### config.mk
export PLATFORM = sky130hd
export DESIGN_NAME = btn_conditioner
export DESIGN_NICKNAME = d
export VERILOG_FILES = /design/src/rtl/btn_pkg.sv /design/src/rtl/btn_channel.sv /design/src/rtl/btn_conditioner.sv
export SDC_FILE = /design/constraint.sdc
export NUM_CORES = 1
export LEC_CHECK = 0
export CORE_MARGIN = 2
export CORE_UTILIZATION = 27
export CTS_CLUSTER_SIZE = 20
export DETAILED_ROUTE_END_ITERATION = 8
export PLACE_DENSITY = 0.39
export SLEW_MARGIN = 5
export SYNTH_ARGS = -nofsm -noshare
export SYNTH_HDL_FRONTEND = slang
export SYNTH_SLANG_ARGS = --single-unit
### constraint.sdc
create_clock -name Clk100M -period 2.1 [get_ports Clk100M]
set_input_delay 0.525 -clock Clk100M [delete_from_list [all_inputs] [get_ports Clk100M]]
set_output_delay 0.525 -clock Clk100M [all_outputs]
set_load 0.02 [all_outputs]
### src/rtl/btn_pkg.sv
// Shared types and default timing constants for the push-button conditioner.
package btn_pkg;

    typedef enum logic [1:0] {
        IDLE   = 2'd0,
        ARMED  = 2'd1,
        REPEAT = 2'd2
    } btn_state_t;

    localparam int DEF_DEBOUNCE_CYCLES = 1000000;
    localparam int DEF_HOLD_CYCLES     = 50000000;
    localparam int DEF_REPEAT_CYCLES   = 10000000;

    function automatic int max3(input int a, input int b, input int c);
        int m;
        m = (a > b) ? a : b;
        return (m > c) ? m : c;
    endfunction

endpackage

### src/rtl/btn_channel.sv
// One button channel: 2-flop synchronizer, debounce counter and press FSM.
// Auto-repeat logic is present only when BTN_AUTOREPEAT_EN is defined.
module btn_channel
    import btn_pkg::*;
#(
    parameter int DEBOUNCE_CYCLES = DEF_DEBOUNCE_CYCLES,
    parameter int HOLD_CYCLES     = DEF_HOLD_CYCLES,
    parameter int REPEAT_CYCLES   = DEF_REPEAT_CYCLES
) (
    input  logic clk,
    input  logic reset,
    input  logic raw,
    output logic level,
    output logic blip,
    output logic level_nxt
);

    localparam int CW = $clog2(max3(DEBOUNCE_CYCLES, HOLD_CYCLES, REPEAT_CYCLES)) + 1;

    logic          sync1_r, sync2_r;
    logic [CW-1:0] cnt_r, cnt_nxt_s;
    logic          level_r, level_nxt_s;
    logic          blip_r, blip_nxt_s;
    logic          differ_s, fire_s, rise_s, fall_s;
    btn_state_t    state_r, state_nxt_s;
`ifdef BTN_AUTOREPEAT_EN
    logic [CW-1:0] hold_r, hold_nxt_s;
    logic [CW-1:0] rep_r, rep_nxt_s;
`endif

    // Debounce: level toggles once the synchronized input has differed for DEBOUNCE_CYCLES samples.
    always_comb begin
        differ_s    = sync2_r ^ level_r;
        fire_s      = differ_s && (cnt_r == CW'(DEBOUNCE_CYCLES - 1));
        rise_s      = fire_s && !level_r;
        fall_s      = fire_s && level_r;
        level_nxt_s = fire_s ? ~level_r : level_r;
        if (!differ_s || fire_s) begin
            cnt_nxt_s = {CW{1'b0}};
        end else if (cnt_r < CW'(DEBOUNCE_CYCLES - 1)) begin
            cnt_nxt_s = cnt_r + CW'(1);
        end else begin
            cnt_nxt_s = cnt_r;
        end
    end

    // Press FSM; a debounced release always wins over a pending repeat blip.
    always_comb begin
        state_nxt_s = state_r;
        blip_nxt_s  = 1'b0;
`ifdef BTN_AUTOREPEAT_EN
        hold_nxt_s  = hold_r;
        rep_nxt_s   = rep_r;
`endif
        case (state_r)
            IDLE: begin
                if (rise_s) begin
                    state_nxt_s = ARMED;
                    blip_nxt_s  = 1'b1;
`ifdef BTN_AUTOREPEAT_EN
                    hold_nxt_s  = {CW{1'b0}};
`endif
                end else begin
                    state_nxt_s = IDLE;
                end
            end
            ARMED: begin
                if (fall_s) begin
                    state_nxt_s = IDLE;
`ifdef BTN_AUTOREPEAT_EN
                end else if (hold_r == CW'(HOLD_CYCLES - 1)) begin
                    state_nxt_s = REPEAT;
                    blip_nxt_s  = 1'b1;
                    rep_nxt_s   = {CW{1'b0}};
                end else begin
                    hold_nxt_s  = hold_r + CW'(1);
`else
                end else begin
                    state_nxt_s = ARMED;
`endif
                end
            end
`ifdef BTN_AUTOREPEAT_EN
            REPEAT: begin
                if (fall_s) begin
                    state_nxt_s = IDLE;
                end else if (rep_r >= CW'(REPEAT_CYCLES - 1)) begin
                    blip_nxt_s  = 1'b1;
                    rep_nxt_s   = {CW{1'b0}};
                end else begin
                    rep_nxt_s   = rep_r + CW'(1);
                end
            end
`endif
            default: begin
                state_nxt_s = IDLE;
            end
        endcase
    end

    // State registers with synchronous reset.
    always_ff @(posedge clk) begin
        if (reset) begin
            sync1_r <= 1'b0;
            sync2_r <= 1'b0;
            cnt_r   <= {CW{1'b0}};
            level_r <= 1'b0;
            blip_r  <= 1'b0;
            state_r <= IDLE;
`ifdef BTN_AUTOREPEAT_EN
            hold_r  <= {CW{1'b0}};
            rep_r   <= {CW{1'b0}};
`endif
        end else begin
            sync1_r <= raw;
            sync2_r <= sync1_r;
            cnt_r   <= cnt_nxt_s;
            level_r <= level_nxt_s;
            blip_r  <= blip_nxt_s;
            state_r <= state_nxt_s;
`ifdef BTN_AUTOREPEAT_EN
            hold_r  <= hold_nxt_s;
            rep_r   <= rep_nxt_s;
`endif
        end
    end

    assign level     = level_r;
    assign blip      = blip_r;
    assign level_nxt = reset ? 1'b0 : level_nxt_s;

endmodule

### src/rtl/btn_conditioner.sv
// Debounce and press-pulse generation for NUM_BTN push buttons.
// Define BTN_AUTOREPEAT_EN to enable hold-to-repeat blips.
module btn_conditioner
    import btn_pkg::*;
#(
    parameter int NUM_BTN         = 3,
    parameter int DEBOUNCE_CYCLES = DEF_DEBOUNCE_CYCLES,
    parameter int HOLD_CYCLES     = DEF_HOLD_CYCLES,
    parameter int REPEAT_CYCLES   = DEF_REPEAT_CYCLES
) (
    input  logic               Clk100M,
    input  logic               reset,
    input  logic [NUM_BTN-1:0] btn_raw,
    output logic [NUM_BTN-1:0] level,
    output logic [NUM_BTN-1:0] blip,
    output logic               any_held
);

    logic [NUM_BTN-1:0] level_nxt_s;
    logic               any_held_r;

    for (genvar i = 0; i < NUM_BTN; i++) begin : g_ch
        btn_channel #(
            .DEBOUNCE_CYCLES (DEBOUNCE_CYCLES),
            .HOLD_CYCLES     (HOLD_CYCLES),
            .REPEAT_CYCLES   (REPEAT_CYCLES)
        ) u_ch (
            .clk       (Clk100M),
            .reset     (reset),
            .raw       (btn_raw[i]),
            .level     (level[i]),
            .blip      (blip[i]),
            .level_nxt (level_nxt_s[i])
        );
    end

    // Registered from next-state levels so any_held lines up with level.
    always_ff @(posedge Clk100M) begin
        if (reset) begin
            any_held_r <= 1'b0;
        end else begin
            any_held_r <= |level_nxt_s;
        end
    end

    assign any_held = any_held_r;

endmodule

; ---- Word-level counts from Yosys, hierarchy flattened
; Cells that the tools add are included.
[classes]
muxes = 18
reduce_logical = 28
add_sub_neg = 3
n_eq_ne = 6
n_bitwise = 9
n_lt_le_gt_ge = 3
[op_table]
columns = op, n
row1 = $add 27x1->27 const B, 3
row2 = $eq 27x20->1 const B, 3
row3 = $lt 27x20->1 const B, 3
row4 = $mux 1, 15
row5 = $pmux 2 s2, 3
row6 = $reduce_or 2->1, 6
row7 = $logic_and 1x1->1, 9
row8 = $eq 2x1->1 const B, 3
row9 = $logic_not 1->1, 6
row10 = $logic_not 2->1, 3
row11 = $not 1->1, 6
row12 = $logic_or 1x1->1, 3
row13 = $reduce_or 3->1, 1
row14 = $xor 1x1->1, 3
[word_totals]
output_inout_bits = 7
register_bits = 100
input_bits = 5
wordCells = 86

; ---- Longest topological paths before layout
; Gate-level depths: netlist (run 1).
[depth]
ltp_word = 5
mapped_depth = 8

; ---- Cells and area by module
; Synthesis (run 1) repeated with hierarchy kept, for this count alone.
[unflattened]
hier_cells = 483
area_unflattened_um2 = 4292.9
[modules_own_cells]
columns = module, instances, seq_area_each_um2, area_per_inst_um2, cells_each
row1 = btn_channel, 3, 640.6, 1421.4, 160
row2 = btn_conditioner, 1, 20.0, 28.8, 3

; ---- Worst setup path before layout (run 1)
; OpenSTA, ideal clock, no wires.
[synth_path]
path_type = register to register
startpoint = register g_ch[1].u_ch.cnt_r[6]
endpoint = register g_ch[1].u_ch.cnt_r[6]
setup_slack_ns = 0.114
arrival_time_ns = 1.916
path_buffers = 1
path_stages_with_launch = 7
setup_ns = 0.070
path_cell_list = dfxtp_1 -> or3_4 -> a221o_1 -> and3_4 -> buf_6 -> or4_1 -> a21oi_1
[synth_via]
elab_chain_len = 4
[synth_lines]
columns = element, line_no
row1 = from (decl), btn_channel.sv:21  ; logic [CW-1:0] cnt_r, cnt_nxt_s;
row2 = from (signal assigned), btn_channel.sv:106  ; cnt_r <= {CW{1'b0}};
row3 = from (signal assigned), btn_channel.sv:117  ; cnt_r <= cnt_nxt_s;
row4 = "parallel branches: the longest is 4 deep, another holds $add 27x1->27", --
; Several ways; the timed one is not identified.
; A chain may end at the register's enable or synchronous reset.

; ---- Final worst setup path (run 1)
[layout_path]
startpoint = register g_ch[1].u_ch.cnt_r[7]
endpoint = register g_ch[1].u_ch.cnt_r[5]
[layout_via]
elab_chain_len = 4
[layout_lines]
columns = element
row1 = "parallel branches: the longest is 4 deep, another holds $lt 27x20->1"
; Several ways; the timed one is not identified.

==> impl_summary.txt, run 1 <==
----------------------------------------------------
[Placement]
  Number of I/O port buffers ... 11
  Post-detailed-placement half-perimeter wirelength ... 7519 um
  Final estimated routing congestion in global placement ... 0.7574

[Setup path]
  CP bufs+invs ... 0
  Reg2reg path depth ... 5
  Slowest stage cell on the critical path ... sky130_fd_sc_hd__or4b_1
  CP arrival ... 2310 ps
  Startpoint type of the worst setup path ... register
  Endpoint of the worst setup timing path ... g_ch[1].u_ch.cnt_r[5]
  Cell count along the critical path ... 5
  Worst path top cell family by delay ... simple AND/OR/NAND/NOR gates
  Setup Crit Path Kind ... register to register
  Critical R2R Capture ... g_ch[1].u_ch.cnt_r[5]
  Largest fanout on the critical path ... 6
  Kind of end point of the critical path ... register
  Worst path required time ... 2390 ps
  Start of the worst register-to-register path ... g_ch[1].u_ch.cnt_r[7]
  Launch point of the worst path ... g_ch[1].u_ch.cnt_r[7]
  Cell-by-cell trace of the critical path ... or3_4 > a221o_1 > and3_4 > or4b_1 > a21oi_2
  Worst reg2reg setup slack ... 70 ps
  Peak per-stage delay on the critical path ... 490 ps

[Layout]
  Number of antenna cells inserted ... 0
  Synth-to-layout area growth ... 24.13%
  Share of cells above drive strength 1 ... 0.1608
  Layout Nets ... around 580

[STA]
  Unrepaired setup endpoints after global routing ... no
  Endpoints failing setup ... 0
  Setup skew after layout ... 8.123 ps
  Maximum clock rate ... roughly 0.5 GHz
  Slew at the pin with the worst max-slew slack ... about 630 ps
  Share of the cycle needed by the critical path after routing ... 0.9646
  Rel. slew slack ... 0.5778
  Fin. Hold Viols ... 0
  Period minus WS final ... between 2000 and 2500 ps
  Final total negative setup slack ... 0 ps
  Max-slew violations ... 0

[Logic synthesis]
  Post-synthesis simple-gate area fraction ... 0.3321
  Mean area per synthesized cell ... around 8.6 um^2
  Gate count of the mapped netlist ... roughly 520
  EDFF count, synth ... 0
  Main combinational cell family by area after synthesis ... simple AND/OR/NAND/NOR gates
  Number of distinct library cells after synthesis ... 52
  Share of async-settable or async-resettable flops after synthesis ... 0
  Xor/xnor cell area share of the yosys netlist ... 0.02721
  Part of the Yosys area used for sequential elements ... 0.4310
  Area share of fa/ha/maj cells after synthesis ... 0.008331
  Syn_nets ... 530
  Number of flip-flops and latches in the synthesized netlist ... a little under 100
  Complex-gate fraction of the synthesized area ... 0.1455
  Syn Std Cell Area ... roughly 4500 um^2
  Flip-flop cell with the highest count after synthesis ... sky130_fd_sc_hd__dfxtp_1
  Yosys synthesis warning count ... 0
  Share of cell area taken by muxes after synthesis ... 0.01111

[Detailed routing]
  Via density per instance ... ~4.9
  Count of vias placed by the detailed router ... 3905
  Remaining DRCs ... 0
  Violation count after the first detailed-routing iteration ... 232
  Detailed-router iteration count before antenna repair ... 4
  Average wire length per cell after detail routing ... 13.26 um
  Total routed wirelength ... 10500 um
  DRT antenna net count ... 0

[Clock tree]
  CTS root buffer ... sky130_fd_sc_hd__clkbuf_16
  Clk Latency, worst-skew pair ... approximately 350 ps
  Max Buffers Root-to-Sink ... 2
  TritonCTS clock tree ... done
  Clock-pin slew of the registers on the worst-case setup and hold paths ... 70 ps
  Total of hold buffers inserted after clock tree synthesis ... 0
  Num CTS Buffers ... 9
  Clock H-tree levels ... 3
  Clock sinks ... 97

[Global route]
  Total overflow reported by the global router ... 0
  GRT Overall Usage ... 0.1248
  First-pass GRT wire length ... about 18000 um
  Number of antenna violations at the first check in global routing ... 0
  Vias in the first global route ... 3627
  Pin count of the biggest net entering global routing ... 21

[Floorplan]
  Number of rows in the core area ... 47
  IO Count ... 12
  Die Wd ... 133.2 um
  Die outline area ... 17740 um^2
  Starting utilization of the core area ... 0.2736
  Die Span Y ... roughly 130 um
  Area of the placeable core ... approximately 16000 um^2

[Pwr]
  Worst vdd rail ir drop ... 377.0 uV
  Power per Cell Area ... 708.9 nW/um^2
  Static leakage ... between 1.5 and 2 nW
  Overall power ... 3.965 mW

[Run]
  Max Cap Violations ... 0

[Status]
  Status ... finished clean

[Min path]
  Worst min-delay path category ... register to register

----------------------------------------------------
## layout by cell type, fill, tap and decap left out, types with 3 or more instances in the layout
cell type                         synthesis  layout
sky130_fd_sc_hd__clkdlybuf4s50_1          0      11
sky130_fd_sc_hd__nor2b_1                  9       9
sky130_fd_sc_hd__nor3_1                  13      12
sky130_fd_sc_hd__nor2_1                  24      24
sky130_fd_sc_hd__xnor2_1                 12      12
sky130_fd_sc_hd__dfxtp_1                 97      96
sky130_fd_sc_hd__and2_1                  30      29
sky130_fd_sc_hd__clkbuf_16                0       9
sky130_fd_sc_hd__o31ai_1                 10      10
sky130_fd_sc_hd__or4_1                   15      15
sky130_fd_sc_hd__or3_1                   30      30
sky130_fd_sc_hd__nor3_2                   2       3
sky130_fd_sc_hd__nand4_1                 27      27
sky130_fd_sc_hd__o21a_1                   3       3
sky130_fd_sc_hd__buf_4                    6      51
sky130_fd_sc_hd__nor4_2                   0       4
sky130_fd_sc_hd__inv_1                   12      12
sky130_fd_sc_hd__nand2b_1                 6       5
sky130_fd_sc_hd__nand2_1                 30      29
sky130_fd_sc_hd__nand3_1                 23      23
sky130_fd_sc_hd__o21bai_1                 3       3
sky130_fd_sc_hd__and4_1                  10      10
sky130_fd_sc_hd__ha_1                     3       3
sky130_fd_sc_hd__and3_1                   6       6
sky130_fd_sc_hd__o21ai_0                 29      29
sky130_fd_sc_hd__a21oi_1                 43      42
sky130_fd_sc_hd__nor4_1                  15      10
sky130_fd_sc_hd__bufinv_16                0       4
sky130_fd_sc_hd__mux2i_1                  5       5
sky130_fd_sc_hd__o211ai_1                 5       5
## report_power, final
part           leakage (nW)  switching [mW]  internal (mW)
Clock                 0.176           0.763           1.29
Combinational         0.914          0.0280         0.0271
Sequential            0.783         0.00901           1.85
## synth_stat cells, types with 3 or more instances
library cell	count	area [um^2]
sky130_fd_sc_hd__o211ai_1	5	37.54
sky130_fd_sc_hd__or4_1	15	112.6
sky130_fd_sc_hd__nor2_1	24	90.09
sky130_fd_sc_hd__o21bai_1	3	22.52
sky130_fd_sc_hd__and2_1	30	187.7
sky130_fd_sc_hd__xnor2_1	12	105.1
sky130_fd_sc_hd__nor3_1	13	65.06
sky130_fd_sc_hd__nor4_1	15	93.84
sky130_fd_sc_hd__and3_1	6	37.54
sky130_fd_sc_hd__nand3_1	23	115.1
sky130_fd_sc_hd__nand2_1	30	112.6
sky130_fd_sc_hd__mux2i_1	5	50.05
sky130_fd_sc_hd__buf_4	6	45.04
sky130_fd_sc_hd__buf_2	8	40.04
sky130_fd_sc_hd__inv_1	12	45.04
sky130_fd_sc_hd__ha_1	3	37.54
sky130_fd_sc_hd__nor2b_1	9	56.30
sky130_fd_sc_hd__dfxtp_1	97	1942
sky130_fd_sc_hd__and4_1	10	87.58
sky130_fd_sc_hd__or3_1	30	187.7
sky130_fd_sc_hd__nand4_1	27	168.9
sky130_fd_sc_hd__o21ai_0	29	145.1
sky130_fd_sc_hd__clkbuf_1	16	60.06
sky130_fd_sc_hd__o21a_1	3	22.52
sky130_fd_sc_hd__nand2b_1	6	37.54
sky130_fd_sc_hd__o31ai_1	10	75.07
sky130_fd_sc_hd__a21oi_1	43	215.2
## final cells by class
| class | instances | area (um^2) |
|---|---|---|
| clock buffer | 9 | 225.2 |
| sequential | 97 | 1943 |
| timing repair buffer | 64 | 524.3 |
| fill | 1703 | 10870 |
| multi-input combinational | 383 | 2439 |
| inverter | 12 | 45.04 |
| tap | 220 | 275.3 |
| clock inverter | 7 | 141.4 |
## routing by layer
layer	track usage	share of wire
met4	0.03901	0.013
met3	0.03691	0.034
met5	0	0
met2	0.1917	0.44
met1	0.1692	0.51
## cells by family after synthesis
family | count (synthesis)
XOR/XNOR | 14
adder cells (fa/ha/maj) | 3
AND/OR/NAND/NOR | 251
flip-flops | 97
multiplexers | 5
buffers and inverters | 43
AO/OA/AOI/OAI | 109
## metrics by stage
step / hold slack (ps) / cells / worst slack, ps / util / cell area [um^2]
5_1_grt: 466.8 / 792 / 1.512 / 0.3397 / 5593
6_report: 448.8 / 792 / 74.26 / 0.3397 / 5593
2_1_floorplan: 407.4 / 522 / 114.1 / - / 4506
4_1_cts: 454.4 / 790 / 10.33 / 0.3343 / 5504
3_5_place_dp: 434.2 / 774 / -18.25 / 0.3120 / 5137
3_3_place_gp: 433.2 / 774 / -30.61 / 0.3120 / 5137
## worst min-delay path by stage
stage / from / to / slack (ps) / cells after the start
finish: g_ch[0].u_ch.sync1_r / g_ch[0].u_ch.sync2_r / 450 / 1
global route: register / g_ch[2].u_ch.blip / 470 / 1
CTS: register / g_ch[2].u_ch.blip / 450 / 1
detailed placement: g_ch[1].u_ch.sync1_r / g_ch[1].u_ch.sync2_r / 430 / 1
global placement: g_ch[1].u_ch.sync1_r / g_ch[1].u_ch.sync2_r / 430 / 1
floorplan: register / g_ch[1].u_ch.blip / 410 / 1
## registers in the layout, summed over array words and instances, names as in the netlist, named ones only
signal             cells
g_ch.u_ch.sync2_r      3
g_ch.u_ch.blip         3
g_ch.u_ch.cnt_r       81
g_ch.u_ch.sync1_r      3
any_held               1
g_ch.u_ch.level        3
## what timing repair did
item	4_1_cts	5_1_grt
buffers inserted	0	1
setup endpoints to repair	0	46
resized for setup	0	15
No activity file was read; power rests on OpenSTA's default activity.
==> inputs of run 2 (changes only) <==
Settings changed: PLACE_DENSITY 0.39 to 0.49.
==> impl_summary.txt, run 2 (synthesis results as in run 1) <==
----------------------------------------------------
[STA]
  Rel. slew slack ... 0.6243 (+0.04642)
  Maximum clock rate ... 0.4961 GHz (+0.50%)
  Share of the cycle needed by the critical path after routing ... 0.9598 (-0.004791)
  Period minus WS final ... 2016 ps (-10.06 ps)
  Fin. Hold Viols ... 0 (unchanged)
  Setup skew after layout ... 8.676 ps (+0.5529 ps)
  Max-slew violations ... 0 (unchanged)
  Unrepaired setup endpoints after global routing ... no
  Slew at the pin with the worst max-slew slack ... 558.5 ps (-66.85 ps)
  Endpoints failing setup ... 0 (unchanged)

[Setup path]
  Worst path required time ... 2380 ps (about the same)
  Kind of end point of the critical path ... register
  Largest fanout on the critical path ... 12 (+6)
  CP arrival ... 2290 ps (-20 ps)
  Launch point of the worst path ... g_ch[1].u_ch.cnt_r[7]
  Setup Crit Path Kind ... register to register
  Startpoint type of the worst setup path ... register
  Start of the worst register-to-register path ... g_ch[1].u_ch.cnt_r[7]

[Clock tree]
  Max Buffers Root-to-Sink ... 2 (unchanged)
  Clock sinks ... 97 (unchanged)
  Clock H-tree levels ... 3 (unchanged)
  CTS root buffer ... sky130_fd_sc_hd__clkbuf_16
  Clk Latency, worst-skew pair ... 350 ps (about the same)
  Clock-pin slew of the registers on the worst-case setup and hold paths ... 70 ps (about the same)
  Num CTS Buffers ... 9 (unchanged)
  TritonCTS clock tree ... done

[Global route]
  First-pass GRT wire length ... 17530 um (-2.7%)
  GRT Overall Usage ... 0.1199 (-0.004942)
  Vias in the first global route ... 3777 (+4.1%)
  Number of antenna violations at the first check in global routing ... 0 (unchanged)
  Pin count of the biggest net entering global routing ... 21 (unchanged)
  Total overflow reported by the global router ... 0 (unchanged)

[Detailed routing]
  DRT antenna net count ... 0 (unchanged)
  Via density per instance ... 5.014 (+1.7%)
  Total routed wirelength ... 10140 um (-3.5%)
  Violation count after the first detailed-routing iteration ... 251 (+8.2%)
  Count of vias placed by the detailed router ... 3956 (+1.3%)
  Average wire length per cell after detail routing ... 12.85 um (-3.1%)
  Remaining DRCs ... 0 (unchanged)
  Detailed-router iteration count before antenna repair ... 5 (+1)

[Pwr]
  Power dissipated by switching net loads ... 0.7355 mW (-8.0%)
  Clock group share of total power ... 0.462 (-0.055)
  Switching part of the total power ... 0.2061 (+0.004439)
  Combinational share of power ... 0.017 (+0.003)
  Power per Cell Area ... 650.6 nW/um^2 (-8.2%)
  Cell internal pwr ... 2.833 mW (-10%)
  Worst vdd rail ir drop ... 358.4 uV (-5.0%)
  Register share of total power ... 0.521 (+0.052)
  Static leakage ... 1.813 nW (-3.2%)

[Layout]
  Fill count ... 1750 (+2.8%)
  Layout Nets ... 571 (-0.70%)
  Most common cell after layout, fill and taps aside ... sky130_fd_sc_hd__dfxtp_1
  Synth-to-layout area growth ... 21.74%
  Post-layout instance area ... 5485 um^2 (-1.9%)
  Flip-flop count of the largest register after layout ... 81 (unchanged)
  Commonest non-fill, non-tap cells in the layout ... 95 x sky130_fd_sc_hd__dfxtp_1, 47 x sky130_fd_sc_hd__buf_4, 43 x sky130_fd_sc_hd__a21oi_1
  Area occupied by multi-input gates ... 2406 um^2 (-1.3%)
  Register area ... 1944 um^2 (about the same)
  Post-Route Utilization ... 0.3331 (-0.006535)
  Register with the highest flop count ... g_ch.u_ch.cnt_r
  Share of cells above drive strength 1 ... 0.1461 (-0.01471)

[Floorplan]
  Die Wd ... 133.2 um (unchanged)
  Starting utilization of the core area ... 0.2736 (unchanged)
  Die outline area ... 17740 um^2 (unchanged)
  IO Count ... 12 (unchanged)
  Die Span Y ... 133.2 um (unchanged)
  Area of the placeable core ... 16470 um^2 (unchanged)
  Number of rows in the core area ... 47 (unchanged)

[Placement]
  Final estimated routing congestion in global placement ... 0.8049 (+6.3%)
  Instance area at placement ... 5127 um^2 (-0.19%)
  Post-detailed-placement half-perimeter wirelength ... 7251 um (-3.6%)
  Number of I/O port buffers ... 11 (unchanged)

[Min path]
  Hold path startpoint ... g_ch[0].u_ch.sync1_r
  Worst min-delay path category ... register to register

[Status]
  Status ... finished clean

[Run]
  Max Cap Violations ... 0 (unchanged)

----------------------------------------------------
==> run 2: critical path: stages (launching register included) <==
cell and delay, ps:
sky130_fd_sc_hd__dfxtp_1 350, sky130_fd_sc_hd__or3_4 380, sky130_fd_sc_hd__a221o_1 360, sky130_fd_sc_hd__and3_4 240, sky130_fd_sc_hd__or4b_1 470, sky130_fd_sc_hd__a21oi_1 150
==> run 2: layer usage <==
metal,share of wire,GRT usage,vias up
met3,0.032,0.03463,14
met5,0,0,-
met4,0.015,0.04137,0
met1,0.51,0.1602,1883
met2,0.44,0.1857,56
li1,-,-,2003
==> run 2: path summary, 6_finish.rpt <==
kind	slack, ps	cells past startpoint	endpoint
worst min register to register	430	1	g_ch[0].u_ch.sync2_r
worst max register to register	80	5	g_ch[1].u_ch.cnt_r[5]
worst max-delay path	80	5	g_ch[1].u_ch.cnt_r[5]
worst min-delay path	430	1	g_ch[0].u_ch.sync2_r
==> run 2: stage by stage <==
step	cells	worst slack [ps]	setup TNS (ps)	hold WS [ps]	power, mW
5_1_grt	788	7.782	0	450.5	3.715
2_1_floorplan	522	114.1	0	407.4	1.933
6_report	789	84.32	0	433.0	3.569
3_5_place_dp	771	-61.62	-286.8	428.1	1.962
3_3_place_gp	771	-40.06	-142.5	416.2	1.960
4_1_cts	787	13.87	0	439.2	3.626
==> run 2: power groups by stage <==
stage | registers (mW) | logic (mW) | clock network (mW)
floorplan | 1.90 | 0.0334 | 0
global placement | 1.90 | 0.0586 | 0
detailed placement | 1.90 | 0.0602 | 0
CTS | 1.86 | 0.0604 | 1.71
global route | 1.86 | 0.0659 | 1.79
finish | 1.86 | 0.0601 | 1.65
==> run 2: cell type report <==
class / count / share of cell area
Sequential cell: 97 / 0.3545
Clock inverter: 5 / 0.01004
Antenna cell: 1 / 0.0004562
Inverter: 12 / 0.008212
Timing Repair Buffer: 61 / 0.09375
Multi-Input combinational cell: 382 / 0.4386
Clock buffer: 11 / 0.04425
Tap cell: 220 / 0.05018
==> run 2: repair_timing <==
item | in CTS | in global routing
setup buffers | 0 | 1
hold endpoints to repair | 0 | 0
gates resized for setup | 2 | 10
hold buffers | 0 | 0
setup endpoints to repair | 2 | 19
pin swaps | 0 | 1
==> inputs of run 3 (changes only) <==
--- a/config.mk
+++ b/config.mk
@@ -7,2 +7,3 @@
 export LEC_CHECK = 0
+export CORE_ASPECT_RATIO = 1.2
 export CORE_MARGIN = 2
--- a/constraint.sdc
+++ b/constraint.sdc
@@ -3,2 +3,2 @@
 set_output_delay 0.525 -clock Clk100M [all_outputs]
-set_load 0.02 [all_outputs]
+set_load 0.005 [all_outputs]
==> impl_summary.txt, run 3 (synthesis results as in run 1) <==
----------------------------------------------------
[Layout]
  Synth-to-layout area growth ... 21.99%
  Share of cells above drive strength 1 ... 0.1491 (+0.002996)
  Commonest non-fill, non-tap cells in the layout ... 94 x sky130_fd_sc_hd__dfxtp_1, 50 x sky130_fd_sc_hd__buf_4, 42 x sky130_fd_sc_hd__a21oi_1
  Number of antenna cells inserted ... 0 (-1)
  Most common cell after layout, fill and taps aside ... sky130_fd_sc_hd__dfxtp_1
  Register with the highest flop count ... g_ch.u_ch.cnt_r
  Flip-flop count of the largest register after layout ... 81 (unchanged)
  Layout Nets ... 573 (+0.35%)

[Pwr]
  Clock group share of total power ... 0.479 (+0.017)
  Power dissipated by switching net loads ... 0.7226 mW (-1.8%)
  Overall power ... 3.675 mW (+3.0%)
  Combinational share of power ... 0.015 (-0.002)
  Static leakage ... 1.848 nW (+1.9%)
  Power per Cell Area ... 668.7 nW/um^2 (+2.8%)
  Register share of total power ... 0.506 (-0.015)
  Worst vdd rail ir drop ... 400.4 uV (+12%)
  Cell internal pwr ... 2.953 mW (+4.2%)
  Switching part of the total power ... 0.1966 (-0.009509)

[Detailed routing]
  DRT antenna net count ... 0 (unchanged)
  Count of vias placed by the detailed router ... 3929 (-0.68%)
  Detailed-router iteration count before antenna repair ... 5 (unchanged)
  Average wire length per cell after detail routing ... 12.75 um (-0.80%)
  Total routed wirelength ... 9969 um (-1.7%)
  Violation count after the first detailed-routing iteration ... 229 (-8.8%)
  Via density per instance ... 5.024 (+0.21%)
  Remaining DRCs ... 0 (unchanged)

[STA]
  Share of the cycle needed by the critical path after routing ... 0.9563 (-0.003523)
  Final worst-path setup slack ... 91.72 ps (+7.398 ps)
  Slew at the pin with the worst max-slew slack ... 679.9 ps (+121.4 ps)
  Maximum clock rate ... 0.4979 GHz (+0.37%)
  Period minus WS final ... 2008 ps (-7.398 ps)
  Rel. slew slack ... 0.5432 (-0.08101)
  Fin. Hold Viols ... 0 (unchanged)
  Setup skew after layout ... 7.165 ps (-1.511 ps)
  Max-slew violations ... 0 (unchanged)
  Endpoints failing setup ... 0 (unchanged)

[Placement]
  Setup WS pre-CTS ... -7.999 ps (+53.62 ps)
  Post-detailed-placement half-perimeter wirelength ... 7117 um (-1.8%)
  Number of I/O port buffers ... 11 (unchanged)
  Final estimated routing congestion in global placement ... 0.7740 (-3.8%)

[Setup path]
  Kind of end point of the critical path ... register
  Slowest stage cell on the critical path ... sky130_fd_sc_hd__or4b_1
  Worst path required time ... 2380 ps (about the same)
  Cell-by-cell trace of the critical path ... or3_4 > a221o_1 > and3_4 > or4b_1 > a21oi_2
  Startpoint type of the worst setup path ... register
  CP arrival ... 2280 ps (about the same)
  Largest fanout on the critical path ... 12 (unchanged)
  Setup Crit Path Kind ... register to register
  Peak per-stage delay on the critical path ... 490 ps (+20 ps)

[Global route]
  GRT Overall Usage ... 0.1153 (-0.004593)
  Total overflow reported by the global router ... 0 (unchanged)
  Pin count of the biggest net entering global routing ... 22 (+4.8%)
  Vias in the first global route ... 3649 (-3.4%)
  First-pass GRT wire length ... 16990 um (-3.0%)
  Number of antenna violations at the first check in global routing ... 0 (unchanged)

[Clock tree]
  CTS root buffer ... sky130_fd_sc_hd__clkbuf_16
  Clock sinks ... 97 (unchanged)
  Max Buffers Root-to-Sink ... 2 (unchanged)
  Clock H-tree levels ... 3 (unchanged)
  Num CTS Buffers ... 9 (unchanged)
  Clock-pin slew of the registers on the worst-case setup and hold paths ... 70 ps (about the same)
  TritonCTS clock tree ... done
  Total of hold buffers inserted after clock tree synthesis ... 0 (unchanged)
  Clk Latency, worst-skew pair ... 340 ps (about the same)

[Floorplan]
  Die outline area ... 17740 um^2 (about the same)
  Number of rows in the core area ... 51 (+8.5%)
  Die Span Y ... 145.5 um (+9.3%)
  IO Count ... 12 (unchanged)
  Area of the placeable core ... 16270 um^2 (-1.2%)
  Starting utilization of the core area ... 0.2769 (+0.003261)
  Die Wd ... 121.9 um (-8.5%)

[Min path]
  Worst min-delay path category ... register to register

[Run]
  Max Cap Violations ... 0 (unchanged)

[Status]
  Status ... finished clean

----------------------------------------------------
[run 3: cell types whose count changed in the layout (fill, tap and decap cells not counted), sizes merged]
| cell | before | now |
|---|---|---|
| bufinv | 1 | 2 |
| buf | 50 | 52 |
| clkinv | 2 | 3 |
| clkinvlp | 2 | 0 |
| diode | 1 | 0 |
[run 3: repair_timing]
item                                    4_1_cts  5_1_grt
endpoints found under the setup margin        0       28
resized for setup                             0        9
buffers inserted                              0        2
[run 3: layout make-up]
cell class,instances,area (um^2)
fill,1695,10780
multi-input combinational,382,2394
sequential,97,1946
timing repair buffer,63,525.5
tap,212,265.3
clock buffer,11,242.7
clock inverter,5,78.83
inverter,12,45.04
[run 3: per-stage QoR]
stage	hold WS (ps)	util	setup TNS [ps]	std cells	instance area [um^2]
after global routing	468.5	0.3378	-7.830	782	5497
final	446.3	0.3378	0	782	5497
after global placement	417.2	0.3150	0	764	5125
after detailed placement	433.1	0.3150	-10.71	764	5125
after floorplan	407.4	-	0	522	4506
after CTS	450.6	0.3347	0	780	5446
[run 3: final timing paths]
check | start | end | slack, ps | cells after the start
max reg2reg | g_ch[1].u_ch.cnt_r[7] | g_ch[1].u_ch.cnt_r[5] | 90 | 5
min | register | g_ch[2].u_ch.blip | 450 | 1
max | g_ch[1].u_ch.cnt_r[7] | g_ch[1].u_ch.cnt_r[5] | 90 | 5
min reg2reg | register | g_ch[2].u_ch.blip | 450 | 1
[run 3: worst max-delay path: cells and delay by family (launching register included)]
family             cells  cell delay [ps]
DFF                    1              340
and+or+nand+nor        3             1100
AOI/OAI and AO/OA      2              510
[run 3: power groups by stage]
stage / Combinational (mW) / Clock [mW] / Sequential [mW]
after global placement: 0.0544 / 0 / 1.90
after detailed placement: 0.0559 / 0 / 1.90
after global routing: 0.0621 / 1.91 / 1.86
after CTS: 0.0561 / 1.83 / 1.86
after floorplan: 0.0334 / 0 / 1.90
final: 0.0558 / 1.76 / 1.86
[run 3: per-layer routing]
metal	GRT usage	wire (um)	up-vias
li1	-	-	2017
met3	0.02038	264	11
met4	0.04770	149	0
met5	0	0	-
met1	0.1554	4920	1857
met2	0.1807	4634	44
==> RTL change 1, RTL diff (settings of run 1) <==
Build with the macro `BTN_AUTOREPEAT_EN` defined.
--- a/src/rtl/btn_channel.sv
+++ b/src/rtl/btn_channel.sv
@@ -2,2 +2,4 @@
 // Auto-repeat logic is present only when BTN_AUTOREPEAT_EN is defined.
+`define BTN_AUTOREPEAT_EN
+
 module btn_channel
Behaviour: same outputs for any inputs over 10 cycles, from zero or initial values and one cycle with reset high; that may be too few to reach the edited logic, so the function may still have changed.
==> RTL change 1 against run 1 <==
- highest routed layer unchanged
- the run now ends with setup timing left
- synthesized area increased to 2.7 times the old value
- worst setup slack got worse by 0.58 ns
- routed wire length increased to 3.3 times the old value
- sequential cell count increased by 165
- combinational power increased to 12 times the old value
- total power increased to 2.9 times the old value
- largest power group unchanged
- non-clock buffer count increased by 320
- final area increased to 3.4 times the old value
==> RTL change 1: results (changes against run 1) <==
metric,value,unit,change
status,"complete, but fails checks",,"was complete, no violations"
violations,setup timing,,
cpPeakStageDelay,0.54,ns,was 0.49 ns
fin_ws,-0.504,ns,was 0.0743 ns
ir_drop,0.000476,V,was 0.000377 V
ys_seq_area_share,42.7,%,was 43.1%
grt_pass1_wl,58100,µm,"was 18,000 µm"
h-tree-depth,2,,was 3
p_leak,0.00695,µW,was 0.00187 µW
ys_types,68,,was 52
dpl_cell_area,15800,µm²,was 5140 µm²
drive_gt1_share,36.3,%,was 16.1%
synth.area.top_cells,"dfxtp_1, nor2_1, xor2_1, xnor2_1, nand2_1",,"was dfxtp_1, a21oi_1, and2_1, or3_1, nand4_1"
finalSetupViolations,242,,was 0
internal_power,8850,µW,was 3170 µW
wl_per_cell,14.2,µm,was 13.3 µm
fin_nets,1853,,was 575
worstPathMaxFanout,8,,was 6
grt_util_all_layers,14.9,%,was 12.5%
synth_mux_area_share,0.489,%,was 1.11%
synth_compound_area_share,11.3,%,was 14.6%
dpl.cell_count,2345,,was 774
met1Wirelength,16800,µm,was 5380 µm
fillCellCount,4536,,"was 1,703"
place_ws,-0.517,ns,was -0.0183 ns
grt_pass1_vias,11700,,"was 3,627"
-- RTL change 1: changes by cell type after synthesis, moves of 42 or more --
cell,run 1,this run
dfxtp_1,97,262
xnor2_1,12,54
nor3_1,13,62
nand2_1,30,102
nor2_1,24,233
nand3_1,23,65
xor2_1,2,82
-- RTL change 1: logic make-up after synthesis --
group,after synthesis
xor gates and xnor gates,136
DFF,262
muxes,6
AOI/OAI and AO/OA,213
and+or+nand+nor,758
adders and majority gates,9
buffers and inverters,88
-- RTL change 1: path summary, 6_finish.rpt --
kind	slack [ns]	to	depth (start not counted)	from
setup reg to reg	-0.50	g_ch[1].u_ch.hold_r[1]	7	g_ch[1].u_ch.cnt_r[12]
hold reg to reg	0.44	g_ch[2].u_ch.sync2_r	1	g_ch[2].u_ch.sync1_r
setup / recovery	-0.50	g_ch[1].u_ch.hold_r[1]	7	g_ch[1].u_ch.cnt_r[12]
hold / removal	0.44	g_ch[2].u_ch.sync2_r	1	g_ch[2].u_ch.sync1_r
-- RTL change 1: power by group through the flow --
stage	clock (µW)	combinational [µW]	sequential, µW
after floorplan	0	279	5110
after global placement	0	471	5110
after detailed placement	0	469	5110
after CTS	6110	616	5000
after global routing	6320	716	5010
final	5880	670	5010
-- RTL change 1: layout make-up --
class	count	area (µm²)	share of cell area, %
multi-input combinational	1125	8180	43.1
sequential	262	5260	27.7
clock buffer	52	1040	5.48
inverter	31	121	0.639
timing repair buffer	384	3540	18.6
tap	600	751	3.95
clock inverter	10	93.8	0.494
-- RTL change 1: layer usage --
layer  track usage [%]  vias to the layer above
li1                  -                     6033
met2              24.8                       88
met1              19.6                     5542
met5                 0                        -
met4              4.04                        0
met3              3.09                       41
==> RTL change 2, RTL diff (flow settings as in run 1) <==
Without the edit above. Add an input register stage for `btn_raw`, without a reset; this delays it by one clock.
--- a/src/rtl/btn_conditioner.sv
+++ b/src/rtl/btn_conditioner.sv
@@ -18,2 +18,8 @@
 
+    logic [NUM_BTN-1:0] btn_raw_q;
+
+    always_ff @(posedge Clk100M) begin
+        btn_raw_q <= btn_raw;
+    end
+
     logic [NUM_BTN-1:0] level_nxt_s;
@@ -29,3 +35,3 @@
             .reset     (reset),
-            .raw       (btn_raw[i]),
+            .raw       (btn_raw_q[i]),
             .level     (level[i]),
Function: no difference found for any inputs over 10 cycles, from zero or initial values and one cycle with reset high; that may be too few to reach the edited logic, so the function may still have changed.
==> RTL change 2 against run 1 <==
- the run now ends with setup timing left
- worst setup slack got worse by 0.078 ns
- sequential power is 3% higher
- count of clock-buffer cells in the layout rose by 2
- die area rose by 2.4%
- clock skew barely moved
- synthesized area is 2.5% higher
- sequential cell count is 3 higher
- final area increased by 10%
- routed wire length increased by 14%
- total power is 3.8% lower
- clock power is 11% lower
- critical path type unchanged
- highest routed layer unchanged
==> RTL change 2: results (changes against run 1) <==
metric,value,unit,change
synthTopCellsByCount,"dfxtp_1, nand2_1, a21oi_1",,"was dfxtp_1, a21oi_1, and2_1, nand2_1, or3_1"
clockRootBuffer,clkbuf_16,,unchanged
met1Wirelength,6050,µm,was 5380 µm
clock_latency,0.35,ns,about the same
hp-class,reg -> reg,,unchanged
finalWeightedCongestion,0.762,,was 0.757
dpl_cell_area,5320,µm²,was 5140 µm²
grt_start_max_net_pins,23,,was 21
antenna_found_initial,0,,unchanged
slew_headroom,59.7,%,was 57.8%
wl_per_cell,14.7,µm,was 13.3 µm
fin_setup_tns,-0.00467,ns,was 0 ns
dr.first_iter.drc_count,133,,was 232
holdWs,0.439,ns,was 0.449 ns
cpPeakStageDelay,0.53,ns,was 0.49 ns
dpl.cell_count,782,,was 774
gr-usage-met3,2.44,%,was 3.69%
ys_types,58,,was 52
worstPathMaxFanout,5,,was 6
grt_pass1_vias,3751,,"was 3,627"
slowest_stage,or4b_4,,was or4b_1
grt_util_all_layers,13.0,%,was 12.5%
hold_path_startpoint,btn_raw_q[2],,was g_ch[0].u_ch.sync1_r
hold_depth,1,,unchanged
startpoint,g_ch[0].u_ch.cnt_r[12],,was g_ch[1].u_ch.cnt_r[7]
p_leak,0.00210,µW,was 0.00187 µW
place_ws,-0.163,ns,was -0.0183 ns
highest_layer,met4,,unchanged
fin_nets,600,,was 575
endpoint,g_ch[0].u_ch.cnt_r[5],,was g_ch[1].u_ch.cnt_r[5]
clk_pin_slew,0.07,ns,about the same
synth.area.top_cells,"dfxtp_1, or4_1, nand2_1, a21oi_1, or3_1",,"was dfxtp_1, a21oi_1, and2_1, or3_1, nand4_1"
finalSetupViolations,2,,was 0
avgViaCountPerCell,4.97,,was 4.93
fin_ws,-0.00368,ns,was 0.0743 ns
wl_met3,175,µm,was 360 µm
dp_hpwl,7870,µm,was 7520 µm
grt_use_met2,20.2,%,was 19.2%
h-tree-depth,3,,unchanged
use_met1,17.6,%,was 16.9%
yosys_warnings,0,,unchanged
drive_gt1_share,29.1,%,was 16.1%
stdcell_count,817,,was 792
dr_wl_met2,5590,µm,was 4620 µm
reg2reg_depth,6,,was 5
violations,setup timing,,
n_antenna_cell,0,,unchanged
pwr-share-comb,1.7,%,was 1.4%
status,"complete, but fails checks",,"was complete, no violations"
whs_endpoint,g_ch[2].u_ch.sync1_r,,was g_ch[0].u_ch.sync2_r
crit_arrival,2.34,ns,was 2.31 ns
grt_pass1_wl,18900,µm,"was 18,000 µm"
p_clk,1830,µW,was 2050 µW
swShare,20.7,%,was 20.2%
ys_seq_area_share,43.3,%,was 43.1%
ir_drop,0.000448,V,was 0.000377 V
p_clk_share,47.9,%,was 51.7%
fin_skew,0.00774,ns,was 0.00812 ns
-- RTL change 2: cell families (layout without fill, tap and decap cells) --
family                     after synthesis  after routing  synth area share [%]
adders and majority gates                3              3                 0.813
xor gates and xnor gates                14             14                  2.65
muxes                                    7              7                  1.52
AOI/OAI and AO/OA                       98            100                  13.8
buffers and inverters                   44            116                  4.44
and+or+nand+nor                        256            257                  33.5
DFF                                    100            100                  43.3
-- RTL change 2: timing repair --
item | in CTS | in global routing
pin swaps | 6 | 35
gates cloned | 2 | 5
buffers inserted | 3 | 10
resized for setup | 11 | 77
setup endpoints to repair | 23 | 61
-- RTL change 2: layout make-up --
class / count / area (µm²)
Fill cell: 1710 / 10500
Multi-Input combinational cell: 381 / 2760
Sequential cell: 100 / 2010
Timing Repair Buffer: 87 / 751
Tap cell: 220 / 275
Clock buffer: 11 / 243
Clock inverter: 5 / 85.1
Inverter: 13 / 48.8
